[config.mk]
export PLATFORM = sky130hd
export DESIGN_NAME = instr_encoder
export DESIGN_NICKNAME = d
export VERILOG_FILES = /design/src/rtl/instr_encoder.sv
export SDC_FILE = /design/constraint.sdc
export NUM_CORES = 1
export LEC_CHECK = 0
export CORE_MARGIN = 4
export CORE_UTILIZATION = 34
export DETAILED_ROUTE_END_ITERATION = 8
export GPL_TIMING_DRIVEN = 0
export PLACE_DENSITY = 0.63
export SYNTH_ARGS = -nofsm -noshare
export SYNTH_HDL_FRONTEND = slang
export SYNTH_SLANG_ARGS = --single-unit
[constraint.sdc]
create_clock -name clk -period 2.5 [get_ports clk]
set_input_delay 0.5 -clock clk [delete_from_list [all_inputs] [get_ports clk]]
set_output_delay 0.5 -clock clk [all_outputs]
set_load 0.05 [all_outputs]
[src/rtl/instr_encoder.sv]
// Packs symbolic RV32I operations into instruction words and loads them into imem from word 0.
// Write lands one cycle after accept, one op/cycle; in_ready is low outside RUN and once full.
module instr_encoder #(
   parameter int DEPTH  = 256,
   parameter int ADDR_W = 8
) (
   input  logic              clk,
   input  logic              reset,
   input  logic              start,
   input  logic              in_valid,
   output logic              in_ready,
   input  logic [3:0]        in_op,
   input  logic [4:0]        in_rd,
   input  logic [4:0]        in_rs1,
   input  logic [4:0]        in_rs2,
   input  logic [20:0]       in_imm,
   input  logic              in_last,
   output logic              imem_we,
   output logic [ADDR_W-1:0] imem_addr,
   output logic [31:0]       imem_wdata,
   output logic              done,
   output logic              full,
   output logic              err,
   output logic [7:0]        err_count
);

   typedef enum logic [1:0] {IDLE, RUN, FLUSH, DONE} state_t;

   typedef struct packed {
      logic        bad;
      logic [31:0] word;
   } enc_t;

   localparam logic [6:0] OPC_R      = 7'b0110011;
   localparam logic [6:0] OPC_LOAD   = 7'b0000011;
   localparam logic [6:0] OPC_STORE  = 7'b0100011;
   localparam logic [6:0] OPC_IMM    = 7'b0010011;
   localparam logic [6:0] OPC_JALR   = 7'b1100111;
   localparam logic [6:0] OPC_BRANCH = 7'b1100011;
   localparam logic [6:0] OPC_JAL    = 7'b1101111;

   localparam logic [ADDR_W:0] LAST_PTR = (ADDR_W+1)'(DEPTH - 1);

   state_t          state;
   state_t          state_nxt;
   logic [ADDR_W:0] wr_ptr;
   logic            accept;
   logic            imm_i_ok;
   logic            imm_b_ok;
   logic            last_word;
   enc_t            enc;

   always_ff @(posedge clk) begin
      if (reset) state <= IDLE;
      else       state <= state_nxt;
   end

   always_comb begin
      state_nxt = state;
      case (state)
         IDLE:    if (start) state_nxt = RUN;
         RUN:     if (accept && (in_last || last_word)) state_nxt = FLUSH;
         FLUSH:   state_nxt = DONE;
         DONE:    state_nxt = IDLE;
         default: state_nxt = IDLE;
      endcase
   end

   always_comb begin
      in_ready = (state == RUN) && !full;
      done     = (state == DONE);
      accept   = in_valid && in_ready;
   end

   // Sign-extension check: the dropped upper bits must all match the kept sign bit.
   assign imm_i_ok  = (&in_imm[20:11]) | ~(|in_imm[20:11]);
   assign imm_b_ok  = ((&in_imm[20:12]) | ~(|in_imm[20:12])) & ~in_imm[0];
   assign last_word = !enc.bad && (wr_ptr == LAST_PTR);

   always_comb begin
      enc = '0;
      case (in_op)
         4'd0:  enc.word = {7'b0000000, in_rs2, in_rs1, 3'b000, in_rd, OPC_R};
         4'd1:  enc.word = {7'b0100000, in_rs2, in_rs1, 3'b000, in_rd, OPC_R};
         4'd2:  enc.word = {7'b0000000, in_rs2, in_rs1, 3'b111, in_rd, OPC_R};
         4'd3:  enc.word = {7'b0000000, in_rs2, in_rs1, 3'b110, in_rd, OPC_R};
         4'd4:  enc = '{!imm_i_ok, {in_imm[11:0], in_rs1, 3'b000, in_rd, OPC_LOAD}};
         4'd5:  enc = '{!imm_i_ok, {in_imm[11:0], in_rs1, 3'b010, in_rd, OPC_LOAD}};
         4'd6:  enc = '{!imm_i_ok, {in_imm[11:5], in_rs2, in_rs1, 3'b000, in_imm[4:0], OPC_STORE}};
         4'd7:  enc = '{!imm_i_ok, {in_imm[11:5], in_rs2, in_rs1, 3'b010, in_imm[4:0], OPC_STORE}};
         4'd8:  enc = '{!imm_b_ok, {in_imm[12], in_imm[10:5], in_rs2, in_rs1, 3'b000,
                                    in_imm[4:1], in_imm[11], OPC_BRANCH}};
         4'd9:  enc = '{!imm_b_ok, {in_imm[12], in_imm[10:5], in_rs2, in_rs1, 3'b100,
                                    in_imm[4:1], in_imm[11], OPC_BRANCH}};
         4'd10: enc = '{!imm_b_ok, {in_imm[12], in_imm[10:5], in_rs2, in_rs1, 3'b101,
                                    in_imm[4:1], in_imm[11], OPC_BRANCH}};
         4'd11: enc = '{!imm_i_ok, {in_imm[11:0], in_rs1, 3'b000, in_rd, OPC_IMM}};
         4'd12: enc = '{!imm_i_ok, {in_imm[11:0], in_rs1, 3'b000, in_rd, OPC_JALR}};
         4'd13: enc = '{in_imm[0], {in_imm[20], in_imm[10:1], in_imm[11], in_imm[19:12],
                                    in_rd, OPC_JAL}};
         default: enc.bad = 1'b1;
      endcase
   end

   always_ff @(posedge clk) begin
      if (reset) begin
         wr_ptr     <= '0;
         imem_we    <= 1'b0;
         imem_addr  <= '0;
         imem_wdata <= '0;
         full       <= 1'b0;
         err        <= 1'b0;
         err_count  <= '0;
      end else begin
         imem_we <= accept && !enc.bad;
         if (state == IDLE && start) begin
            wr_ptr    <= '0;
            full      <= 1'b0;
            err       <= 1'b0;
            err_count <= '0;
         end
         if (accept) begin
            if (enc.bad) begin
               err <= 1'b1;
               if (err_count != 8'hFF) err_count <= err_count + 8'd1;
            end else begin
               imem_addr  <= wr_ptr[ADDR_W-1:0];
               imem_wdata <= enc.word;
               wr_ptr     <= wr_ptr + 1'b1;
               // full rises together with the write strobe of the last word
               if (last_word) full <= 1'b1;
            end
         end
      end
   end

endmodule

# Word-level counts from Yosys, hierarchy flattened
# Cells that the tools add are included.
# word_totals
reg_bits	62
out_inout_bits	53
input_bits	45
elab_cells	78
# op_classes
eq_ne	20
mux	19
bitwise	7
n_reduce_logical	22
n_addsub	2
# ops
cell	n
32-bit one-hot mux with 14 select lines	1
8-bit two-way mux	4
9-bit two-way mux	3
4-bit == test (second input constant)	6
4-bit by 3-bit == test with 1-bit output (second input constant)	4
10-bit AND reduction	1
10-bit OR reduction	1
9-bit by 1-bit adder with 9-bit output (second input constant)	1
9-bit by 8-bit == test with 1-bit output (second input constant)	1
9-bit AND reduction	1
9-bit OR reduction	1
8-bit by 1-bit adder with 8-bit output (second input constant)	1
4-bit by 2-bit == test with 1-bit output (second input constant)	2
8-bit inequality test (second input constant)	1
2-bit one-hot mux with 4 select lines	1
1-bit two-way mux	7
1-bit logical AND	6
6-bit OR reduction	1
2-bit == test (second input constant)	2
4-bit by 1-bit == test with 1-bit output (second input constant)	1
1-bit zero test	4
4-bit zero test	1
2-bit two-way mux	2
2-bit inequality test (second input constant)	2
other kinds (10)	15

# Longest topological paths before layout
# Gate-level depths: netlist (run 1).
# logic_depth
depth_word	12
mapped_depth	11
mapped_depth_nobuf	8

# Worst setup path before layout (run 1)
# Ideal clock, no wire load.
# synth_path
path_type	register -> register
start	register state[1]
end	register wr_ptr[5]
n_path_buf	0
slack_ps	-145
stages_incl_launch_ff	9
required_time_ps	2421
arrival_ps	2567
synth_period_minus_slack_ps	2645
path_cell_list	dfxtp_1 -> inv_1 -> ha_1 -> nor2b_1 -> nand2_1 -> a21oi_1 -> nand3_4 -> or4_1 -> o221ai_2
# synth_between
word_cells_on_any_way	8
classes_between	eq/ne: 1; mux: 3; reduce/logical: 4
# synth_lines
element	line	text
from (decl)	44	state_t state;
from (signal assigned)	55	else state <= state_nxt;
2-bit by 1-bit == test with 1-bit output	70	in_ready = (state == RUN) && !full;
1-bit logical AND	70	
net in_ready	11	output logic in_ready,
1-bit logical AND	72	accept = in_valid && in_ready;
9-bit two-way mux	122	if (accept) begin
to (signal assigned)	129	wr_ptr <= wr_ptr + 1'b1;
to (decl)	46	logic [ADDR_W:0] wr_ptr;
# The timed path passes the listed nets, and every way through them passes these cells.
# A chain may end at the register's enable or synchronous reset.

# Worst setup path after layout (run 1)
# layout_path
start	input port in_imm[14]
end	register wr_ptr[7]
# layout_between
elab_chain_len	8
word_cells_on_any_way	14
classes_between	mux: 3; bitwise: 5; reduce/logical: 6
# layout_rtl
element	line	text
from (decl)	16	input logic [20:0] in_imm,
9-bit OR reduction	77	assign imm_b_ok = ((&in_imm[20:12]) | ~(|in_imm[20:12])) & ~in_imm[0];
1-bit NOT	77	
1-bit bitwise OR	77	
1-bit AND	77	
1-bit zero test	91, 93, 95	
1-bit one-hot mux with 4 select lines (*)	82	case (in_op)
9-bit two-way mux (*)	123	if (enc.bad) begin
9-bit two-way mux (*)	122	
# Mark *: on every way between the ends. The rest lies on a longest branch, timed or not.

==> results of run 1 <==
==> power groups by stage <==
| stage | clock network (mW) | logic, mW | registers, mW |
|---|---|---|---|
| 2_1_floorplan | 0 | 0.442 | 1.28 |
| 3_3_place_gp | 0 | 0.943 | 1.11 |
| 3_5_place_dp | 0 | 0.952 | 1.11 |
| 6_report | 0.786 | 0.998 | 1.09 |
| 5_1_grt | 0.844 | 1.08 | 1.10 |
| 4_1_cts | 0.813 | 0.990 | 1.09 |
==> metrics by stage <==
step                      TNS, ns  hold WS [ns]  cell area (µm²)   util
after global routing            0         0.484             4850  0.494
after floorplan                 0         0.444             3440      -
after detailed placement   -32.18         0.448             4560  0.465
after global placement     -31.14         0.442             4560  0.465
after CTS                       0         0.458             4820  0.490
final                           0         0.454             4850  0.494
==> flip-flops by register name, summed over array words and instances (netlist names) <==
name,count
state,2
wr_ptr,9
imem_addr,8
full,1
err_count,8
imem_wdata,31
imem_we,1
err,1
==> final cells by class <==
cell class              instances  area (µm²)  area share
plain buffers                  37         206      0.0426
clock buffers                   9         124      0.0255
clock inverters                 7        51.3      0.0106
inverters                      11        41.3     0.00852
multi-input cells             343        2060       0.424
flip-flops and latches         61        1220       0.252
well taps                     133         166      0.0343
repair buffers                 98         982       0.203
==> synth_stat cells, types with 3 or more instances <==
library cell   n
a211oi_1      16
a21oi_1       44
a221oi_1       7
a22o_1         3
a22oi_1        3
a31oi_1        8
and3_1         3
buf_1          3
buf_2          5
clkbuf_1      26
dfxtp_1       61
ha_1           8
inv_1         11
mux2i_1        6
nand2_1       59
nand2b_1      11
nand3_1       27
nand3b_1       7
nand4_1        9
nor2_1        44
nor2b_1        8
nor3_1        23
o21ai_0        9
o22ai_1        4
o2bb2ai_1      3
or3_1          4
or4_1          7
==> cells by family (layout without fill, tap and decap cells) <==
family	Yosys count	after routing	synth area share
AO/OA/AOI/OAI	116	116	0.225
buffers and inverters	49	162	0.0618
AND/OR/NAND/NOR	211	211	0.305
flip-flops	61	61	0.355
adder cells (fa/ha/maj)	8	8	0.0291
multiplexers	8	8	0.0240
==> layer usage <==
layer | share of wire | vias to the layer above
li1 | - | 1864
met1 | 0.43 | 1830
met2 | 0.48 | 151
met3 | 0.068 | 18
met4 | 0.018 | 0
met5 | 0 | -
==> critical path: stages <==
cell,delay [ns]
dlygate4sd2_1,0.27
or4_4,0.54
or4_4,0.44
nand3_4,0.13
and3_4,0.20
buf_6,0.12
bufbuf_16,0.25
o2111ai_1,0.13
o211ai_2,0.11
==> path summary, 6_finish.rpt <==
kind | start | end | slack (ns)
worst min-delay path | imem_addr[5] | imem_addr[5] | 0.45
worst max register to register | state[1] | wr_ptr[7] | 0.37
worst max-delay path | in_imm[14] | wr_ptr[7] | 0.08
worst min register to register | imem_addr[5] | imem_addr[5] | 0.45
==> repair_timing <==
action | 4_1_cts | 5_1_grt
resized for setup | 27 | 18
setup buffers | 1 | 1
pin swaps | 4 | 3
setup endpoints to repair | 57 | 54
gates cloned | 1 | 0
==> flow_metrics.tcl, run 1 <==
set metrics [dict create \
    area_growth_pct 40.9 \
    rr_worst_depth 10 \
    cts_hold_buf 0 \
    status "finished, final reports clean" \
    drc 0 \
    port_buffers 95 \
    antenna_found_initial 0 \
    num_io_pins 98 \
    crit_required_ns 2.77 \
    switchingPower_mw 1.10 \
    cts-buffers-inserted 9 \
    die-area_um2 11800 \
    fin_cells 699 \
    cts_tree "done" \
    slew_violations 0 \
    grt-ovfl-total 0 \
    postRouteAntennaNets 0 \
    n_fill_cell 1017 \
    firstDrtPassIters 4 \
    design_power_total_mw 2.87 \
    synth_edf_count 0 \
    die_w_um 109 \
    floorplan.initialDensity 0.351 \
    viasPerCell 5.53 \
    pwr-share-clk 0.274 \
    critPathArrivalTime_ns 2.69 \
    yosysWarnings 0 \
    ys_seq_area_frac 0.355 \
    fin_worst_skew_ns 0.00830 \
    p_leak_nw 1.64 \
    drtIter0Drc 172 \
    synth_flop_cell "dfxtp_1" \
    dpl.cell_count 681 \
    end_kind "flip-flop" \
    synth_area_leaders "dfxtp_1 35%, nand2_1 6.4%, a21oi_1 6.4%" \
    worstMarginPinSlew_ns 0.672 \
    critPathMaxFanout 6 \
    synth.net_count 506 \
    rows 36 \
    cts_buffer_depth 2 \
    ys_ff_latch 61 \
    clkSinkCount 61 \
    post-route-min-period_ns 2.42 \
    grt_use_met1 0.251 \
    wl_um 11600 \
    setup_viol 0 \
    fin_nets 614 \
    gp_congestion 0.901 \
    wire_per_inst_um 16.6 \
    cts_root_buffer "clkbuf_8" \
    layout_commonest_cell "clkdlybuf4s50_1" \
    min_path_cells 2 \
    path_clk_slew_ns 0.07 \
    power.share.sequential 0.379 \
    maxSlewHeadroom 0.550 \
    globalRouteMet2Util 0.333 \
    grt_max_degree 13 \
    min_path_type "flip-flop to flip-flop" \
    track_usage 0.198 \
    grt_pass1_wl_um 18400 \
    ir_drop_v 0.000356 \
    die_y_um 109 \
    dp.final_hpwl_um 8490 \
    cts_max_level 3 \
    intPower_mw 1.77 \
    synthArstFlopShare 0 \
    critPathKind "input pin to flip-flop" \
    synth_cells 453 \
    maxCapViolations 0 \
    core_area_um2 9820 \
    final_cell_mix "87 x clkdlybuf4s50_1, 61 x dfxtp_1, 59 x nand2_1" \
    syn_avg_cell_area_um2 7.60 \
    grt-busiest-layer "met2" \
    crit_path_start_kind "input pin" \
    antenna_cells 0 \
    p_per_area_nw_per_um2 593 \
    vias 3863 \
    pre_cts_ws_ns -0.665 \
    switching_share 0.383 \
    comb_power_share 0.347 \
    min_period_over_period 0.969 \
    grt_pass1_vias 3787 \
    synth_top_area_share 0.355 \
    fin_ws_ns 0.0772 \
    ys_types 52 \
    synth_area_um2 3440 \
    synth_top_area_cell "dfxtp_1" \
    clk_latency_ns 0.34 \
    met3_usage 0.0438 \
    rsz0062_at_grt "false" \
    max_freq_mhz 413 \
    hold_violations 0 \
    drive_gt1_frac 0.101 \
]
Power figures use the tool's default switching activity.
==> run 2, diff against run 1 <==
--- a/config.mk
+++ b/config.mk
@@ -5,11 +5,13 @@
 export SDC_FILE = /design/constraint.sdc
 export NUM_CORES = 1
 export LEC_CHECK = 0
+export CELL_PAD_IN_SITES_DETAIL_PLACEMENT = 1
+export CELL_PAD_IN_SITES_GLOBAL_PLACEMENT = 1
 export CORE_MARGIN = 4
-export CORE_UTILIZATION = 34
+export CORE_UTILIZATION = 31
 export DETAILED_ROUTE_END_ITERATION = 8
 export GPL_TIMING_DRIVEN = 0
-export PLACE_DENSITY = 0.63
+export PLACE_DENSITY = 0.77
 export SYNTH_ARGS = -nofsm -noshare
 export SYNTH_HDL_FRONTEND = slang
 export SYNTH_SLANG_ARGS = --single-unit
==> flow_metrics.tcl, run 2 (synthesis gave the netlist of run 1 again) <==
set metrics [dict create \
    cts_buffer_depth 2 \
    viasPerCell 5.54 \
    area_growth_pct 43.0 \
    n_fill_cell 1360 \
    floorplan.initialDensity 0.318 \
    crit_chain "dlygate4sd2_1 -> or4_4 -> or4_4 -> nand3_4 -> nand3_4 -> buf_6 -> or4_1 -> nand3_2" \
    reg_top3 "imem_wdata (31), wr_ptr (9)" \
    min_path_type "flip-flop to flip-flop" \
    worstMarginPinSlew_ns 0.621 \
    path_clk_slew_ns 0.08 \
    max_freq_mhz 410 \
    fin_worst_skew_ns 0.0112 \
    crit_path_start_kind "input pin" \
    postRouteAntennaNets 0 \
    firstDrtPassIters 4 \
    maxCapViolations 0 \
    antenna_found_initial 0 \
    fin_area_um2 4920 \
    crit_path_max_incr_delay_ns 0.53 \
    rows 38 \
    die_w_um 113 \
    port_buffers 95 \
    die-area_um2 12900 \
    largest_reg_flops 31 \
    die_y_um 113 \
    cts_max_level 3 \
    p_leak_nw 1.70 \
    p_per_area_nw_per_um2 630 \
    post-route-min-period_ns 2.44 \
    ir_drop_v 0.000296 \
    min_period_over_period 0.976 \
    largest_register "imem_wdata" \
    clk_latency_ns 0.35 \
    cts_hold_buf 0 \
    critPathArrivalTime_ns 2.74 \
    vias 3925 \
    wire_per_inst_um 18.6 \
    grt_max_degree 12 \
    core_area_um2 10800 \
    slew_violations 0 \
    track_usage 0.205 \
    wl_um 13200 \
    cts-buffers-inserted 9 \
    fin_nets 616 \
    grt_pass1_vias 4115 \
    ff2ff_setup_slack_ns 0.32 \
    layout_commonest_cell "clkdlybuf4s50_1" \
    dpl_cell_area_um2 4570 \
    drtIter0Drc 163 \
    pre_cts_ws_ns -0.767 \
    cp_slowest_cell "or4_4" \
    end_kind "flip-flop" \
    drive_gt1_frac 0.104 \
    critPathKind "input pin to flip-flop" \
    drc 0 \
    num_io_pins 98 \
    gp_congestion 0.847 \
    grt-ovfl-total 0 \
    cts_tree "done" \
    setup_viol 0 \
    critPathMaxFanout 8 \
    maxSlewHeadroom 0.585 \
    fin_ws_ns 0.0603 \
    final_cell_mix "85 x clkdlybuf4s50_1, 61 x dfxtp_1, 59 x nand2_1" \
    dp.final_hpwl_um 9760 \
    status "finished, final reports clean" \
    grt_pass1_wl_um 21000 \
    hold_violations 0 \
    crit_required_ns 2.80 \
    antenna_cells 0 \
    cts_root_buffer "clkbuf_8" \
    clkSinkCount 61 \
]
## run 2: changes by cell type in the layout (fill, tap and decap cells not counted), sizes merged
cell and delta:
dlymetal6s2s +2, clkdlybuf4s50 -2, bufbuf -1, clkinv -2, buf +6, dlygate4sd2 -1
clkbuf -1, bufinv +2, clkinvlp -1
## run 2: final timing paths
check	start	endpoint	cells past startpoint
setup / recovery	in_imm[16]	wr_ptr[6]	8
hold / removal	imem_wdata[26]	imem_wdata[26]	2
setup reg to reg	state[1]	wr_ptr[6]	9
hold reg to reg	imem_wdata[26]	imem_wdata[26]	2
## run 2: stage by stage
stage | std cells | hold slack [ns] | setup TNS (ns) | utilization | power [mW]
final | 708 | 0.456 | 0 | 0.454 | 3.10
after global routing | 708 | 0.479 | -0.0247 | 0.454 | 3.25
after CTS | 708 | 0.460 | 0 | 0.451 | 3.12
after detailed placement | 688 | 0.450 | -35.96 | 0.422 | 2.10
after global placement | 688 | 0.439 | -32.59 | 0.422 | 2.06
after floorplan | 453 | 0.444 | 0 | - | 1.72
## run 2: per-layer routing
metal / part of all wire / GRT usage / up-vias
li1: - / - / 1863
met1: 0.43 / 0.251 / 1940
met2: 0.51 / 0.360 / 106
met3: 0.052 / 0.0440 / 16
met4: 0.012 / 0.0633 / 0
met5: 0 / 0 / -
## run 2: report_power, final
group          leakage (nW)  switching (mW)  internal (mW)
Sequential            0.493          0.0523           1.04
Combinational          1.10           0.655          0.375
Clock                 0.107           0.420          0.561
Total                  1.70            1.13           1.98
## run 2: cell type report
cell class / instances / area, µm² / share of cell area
repair buffers: 100 / 995 / 0.202
plain buffers: 37 / 210 / 0.0427
multi-input cells: 343 / 2070 / 0.420
well taps: 140 / 175 / 0.0356
flip-flops and latches: 61 / 1220 / 0.248
clock buffers: 10 / 128 / 0.0259
clock inverters: 6 / 86.3 / 0.0175
inverters: 11 / 41.3 / 0.00839
## run 2: critical path: cells and delay by family
| kind | cells | cell delay, ns |
|---|---|---|
| buffers and inverters | 2 | 0.44 |
| and+or+nand+nor | 6 | 1.81 |
## run 2: timing repair
item | CTS | global route
cloned | 1 | 1
setup buffers | 3 | 0
endpoints found under the setup margin | 57 | 59
resized for setup | 29 | 26
pin swaps | 3 | 5
==> run 3, diff against run 2 <==
--- a/config.mk
+++ b/config.mk
@@ -5,13 +5,14 @@
 export SDC_FILE = /design/constraint.sdc
 export NUM_CORES = 1
 export LEC_CHECK = 0
-export CELL_PAD_IN_SITES_DETAIL_PLACEMENT = 1
+export CELL_PAD_IN_SITES_DETAIL_PLACEMENT = 0
 export CELL_PAD_IN_SITES_GLOBAL_PLACEMENT = 1
 export CORE_MARGIN = 4
 export CORE_UTILIZATION = 31
 export DETAILED_ROUTE_END_ITERATION = 8
 export GPL_TIMING_DRIVEN = 0
 export PLACE_DENSITY = 0.77
+export SLEW_MARGIN = 20
 export SYNTH_ARGS = -nofsm -noshare
 export SYNTH_HDL_FRONTEND = slang
 export SYNTH_SLANG_ARGS = --single-unit
==> flow_metrics.tcl, run 3 (synthesis gave the netlist of run 1 again) <==
set metrics [dict create \
    grt-ovfl-total 0 \
    final_cell_mix "86 x clkdlybuf4s50_1, 61 x dfxtp_1, 59 x nand2_1" \
    whs_ns 0.457 \
    fin_nets 617 \
    cts_tree "done" \
    dpl.cell_count 688 \
    intPower_mw 1.97 \
    hold_violations 0 \
    pre_cts_ws_ns -0.721 \
    setup_viol 0 \
    area_growth_pct 43.0 \
    drive_gt1_frac 0.104 \
    antenna_cells 0 \
    pwr-share-clk 0.313 \
    crit_path_max_incr_delay_ns 0.54 \
    max_freq_mhz 409 \
    core_area_um2 10800 \
    p_leak_nw 1.68 \
    cts-buffers-inserted 9 \
    viasPerCell 5.44 \
    power.share.sequential 0.356 \
    clk_latency_ns 0.35 \
    dp.final_hpwl_um 8690 \
    min_path_type "flip-flop to flip-flop" \
    switching_share 0.356 \
    path_delay_family "simple AND/OR/NAND/NOR gates" \
    final_util 0.454 \
    postRouteAntennaNets 0 \
    critPathMaxFanout 5 \
    antenna_found_initial 0 \
    vias 3855 \
    status "finished, final reports clean" \
    path_clk_slew_ns 0.07 \
    n_fill_cell 1140 \
    cp_slowest_cell "or4_4" \
    comb_power_share 0.331 \
    track_usage 0.185 \
    drtIter0Drc 234 \
    rows 38 \
    die_w_um 113 \
    floorplan.initialDensity 0.318 \
    die_y_um 113 \
    cts_max_level 3 \
    crit_required_ns 2.78 \
    num_io_pins 98 \
    fin_setup_tns_ns 0 \
    maxSlewHeadroom 0.582 \
    port_buffers 95 \
    cts_buffer_depth 2 \
    drc 0 \
    clkSinkCount 61 \
    crit_buf_inv 1 \
    critPathArrivalTime_ns 2.72 \
    grt_pass1_vias 3831 \
    largest_register "imem_wdata" \
    crit_path_start_kind "input pin" \
    cts_root_buffer "clkbuf_8" \
    cpMostUsedCell "or4_4" \
    p_per_area_nw_per_um2 621 \
    worstMarginPinSlew_ns 0.625 \
    post-route-min-period_ns 2.44 \
    slew_violations 0 \
    maxCapViolations 0 \
    firstDrtPassIters 4 \
    ir_drop_v 0.000284 \
    end_kind "flip-flop" \
    fin_ws_ns 0.0574 \
    grt_pass1_wl_um 19100 \
    switchingPower_mw 1.09 \
    grt_max_degree 11 \
    cts_hold_buf 0 \
    reg_top3 "imem_wdata (31), wr_ptr (9)" \
    fin_worst_skew_ns 0.0139 \
    crit_chain "dlygate4sd2_1 -> or4_4 -> or4_4 -> nand3_4 -> nand3_4 -> or4_4 -> o221ai_2" \
    wl_um 12000 \
    critPathKind "input pin to flip-flop" \
    layout_commonest_cell "clkdlybuf4s50_1" \
    die-area_um2 12900 \
    rsz0062_at_grt "true" \
    largest_reg_flops 31 \
    wire_per_inst_um 17.0 \
    min_period_over_period 0.977 \
    gp_congestion 0.847 \
    fin_cells 708 \
]
## run 3: changes by cell type in the layout (fill, tap and decap cells not counted), sizes merged
cell           previous run  this run
buf                      18        17
clkbuf                   37        38
clkdlybuf4s50            85        86
clkinvlp                  1         0
dlygate4sd2               4         5
dlymetal6s2s              2         1
inv                      12        11
nand3                    29        30
## run 3: routing by layer
layer | share of wire | global-route usage | vias to the layer above
met1 | 0.45 | 0.235 | 1828
met4 | 0.018 | 0.0785 | 0
li1 | - | - | 1883
met5 | 0 | 0 | -
met2 | 0.47 | 0.306 | 123
met3 | 0.058 | 0.0377 | 21
## run 3: area by class of cell
cell class | count | area (µm²) | share of cell area
multi-input cells | 344 | 2080 | 0.422
repair buffers | 100 | 995 | 0.202
clock inverters | 4 | 73.8 | 0.0150
flip-flops and latches | 61 | 1220 | 0.248
clock buffers | 11 | 131 | 0.0267
plain buffers | 37 | 206 | 0.0419
well taps | 140 | 175 | 0.0356
inverters | 11 | 41.3 | 0.00839
## run 3: power groups by stage
stage	combinational (mW)	clock [mW]	sequential (mW)
floorplan	0.442	0	1.28
global route	1.08	1.00	1.10
CTS	1.00	0.973	1.09
global placement	0.953	0	1.11
detailed placement	0.959	0	1.11
finish	1.01	0.957	1.09
## run 3: worst reg2reg max path, stage by stage (launching register included)
cell      delay, ns
dfxtp_1        0.34
inv_1          0.10
ha_1           0.16
nor2b_2        0.14
nand2_1        0.16
a21oi_2        0.29
nand3_4        0.18
or4_4          0.54
o221ai_2       0.16
## run 3: worst paths after layout
path / from / cells past startpoint / slack, ns / end
max: in_imm[19] / 7 / 0.06 / wr_ptr[5]
min: imem_wdata[28] / 2 / 0.46 / imem_wdata[28]
max reg2reg: state[1] / 8 / 0.35 / wr_ptr[5]
min reg2reg: imem_wdata[28] / 2 / 0.46 / imem_wdata[28]
## run 3: what timing repair did
item,4_1_cts,5_1_grt
gates cloned,2,0
setup buffers,3,1
pin swaps,1,3
gates resized for setup,31,18
setup endpoints to repair,56,55
## run 3: stage by stage
stage / power (mW) / cell area, µm²
floorplan: 1.72 / 3440
global placement: 2.06 / 4570
detailed placement: 2.07 / 4570
CTS: 3.07 / 4890
global route: 3.18 / 4920
finish: 3.06 / 4920
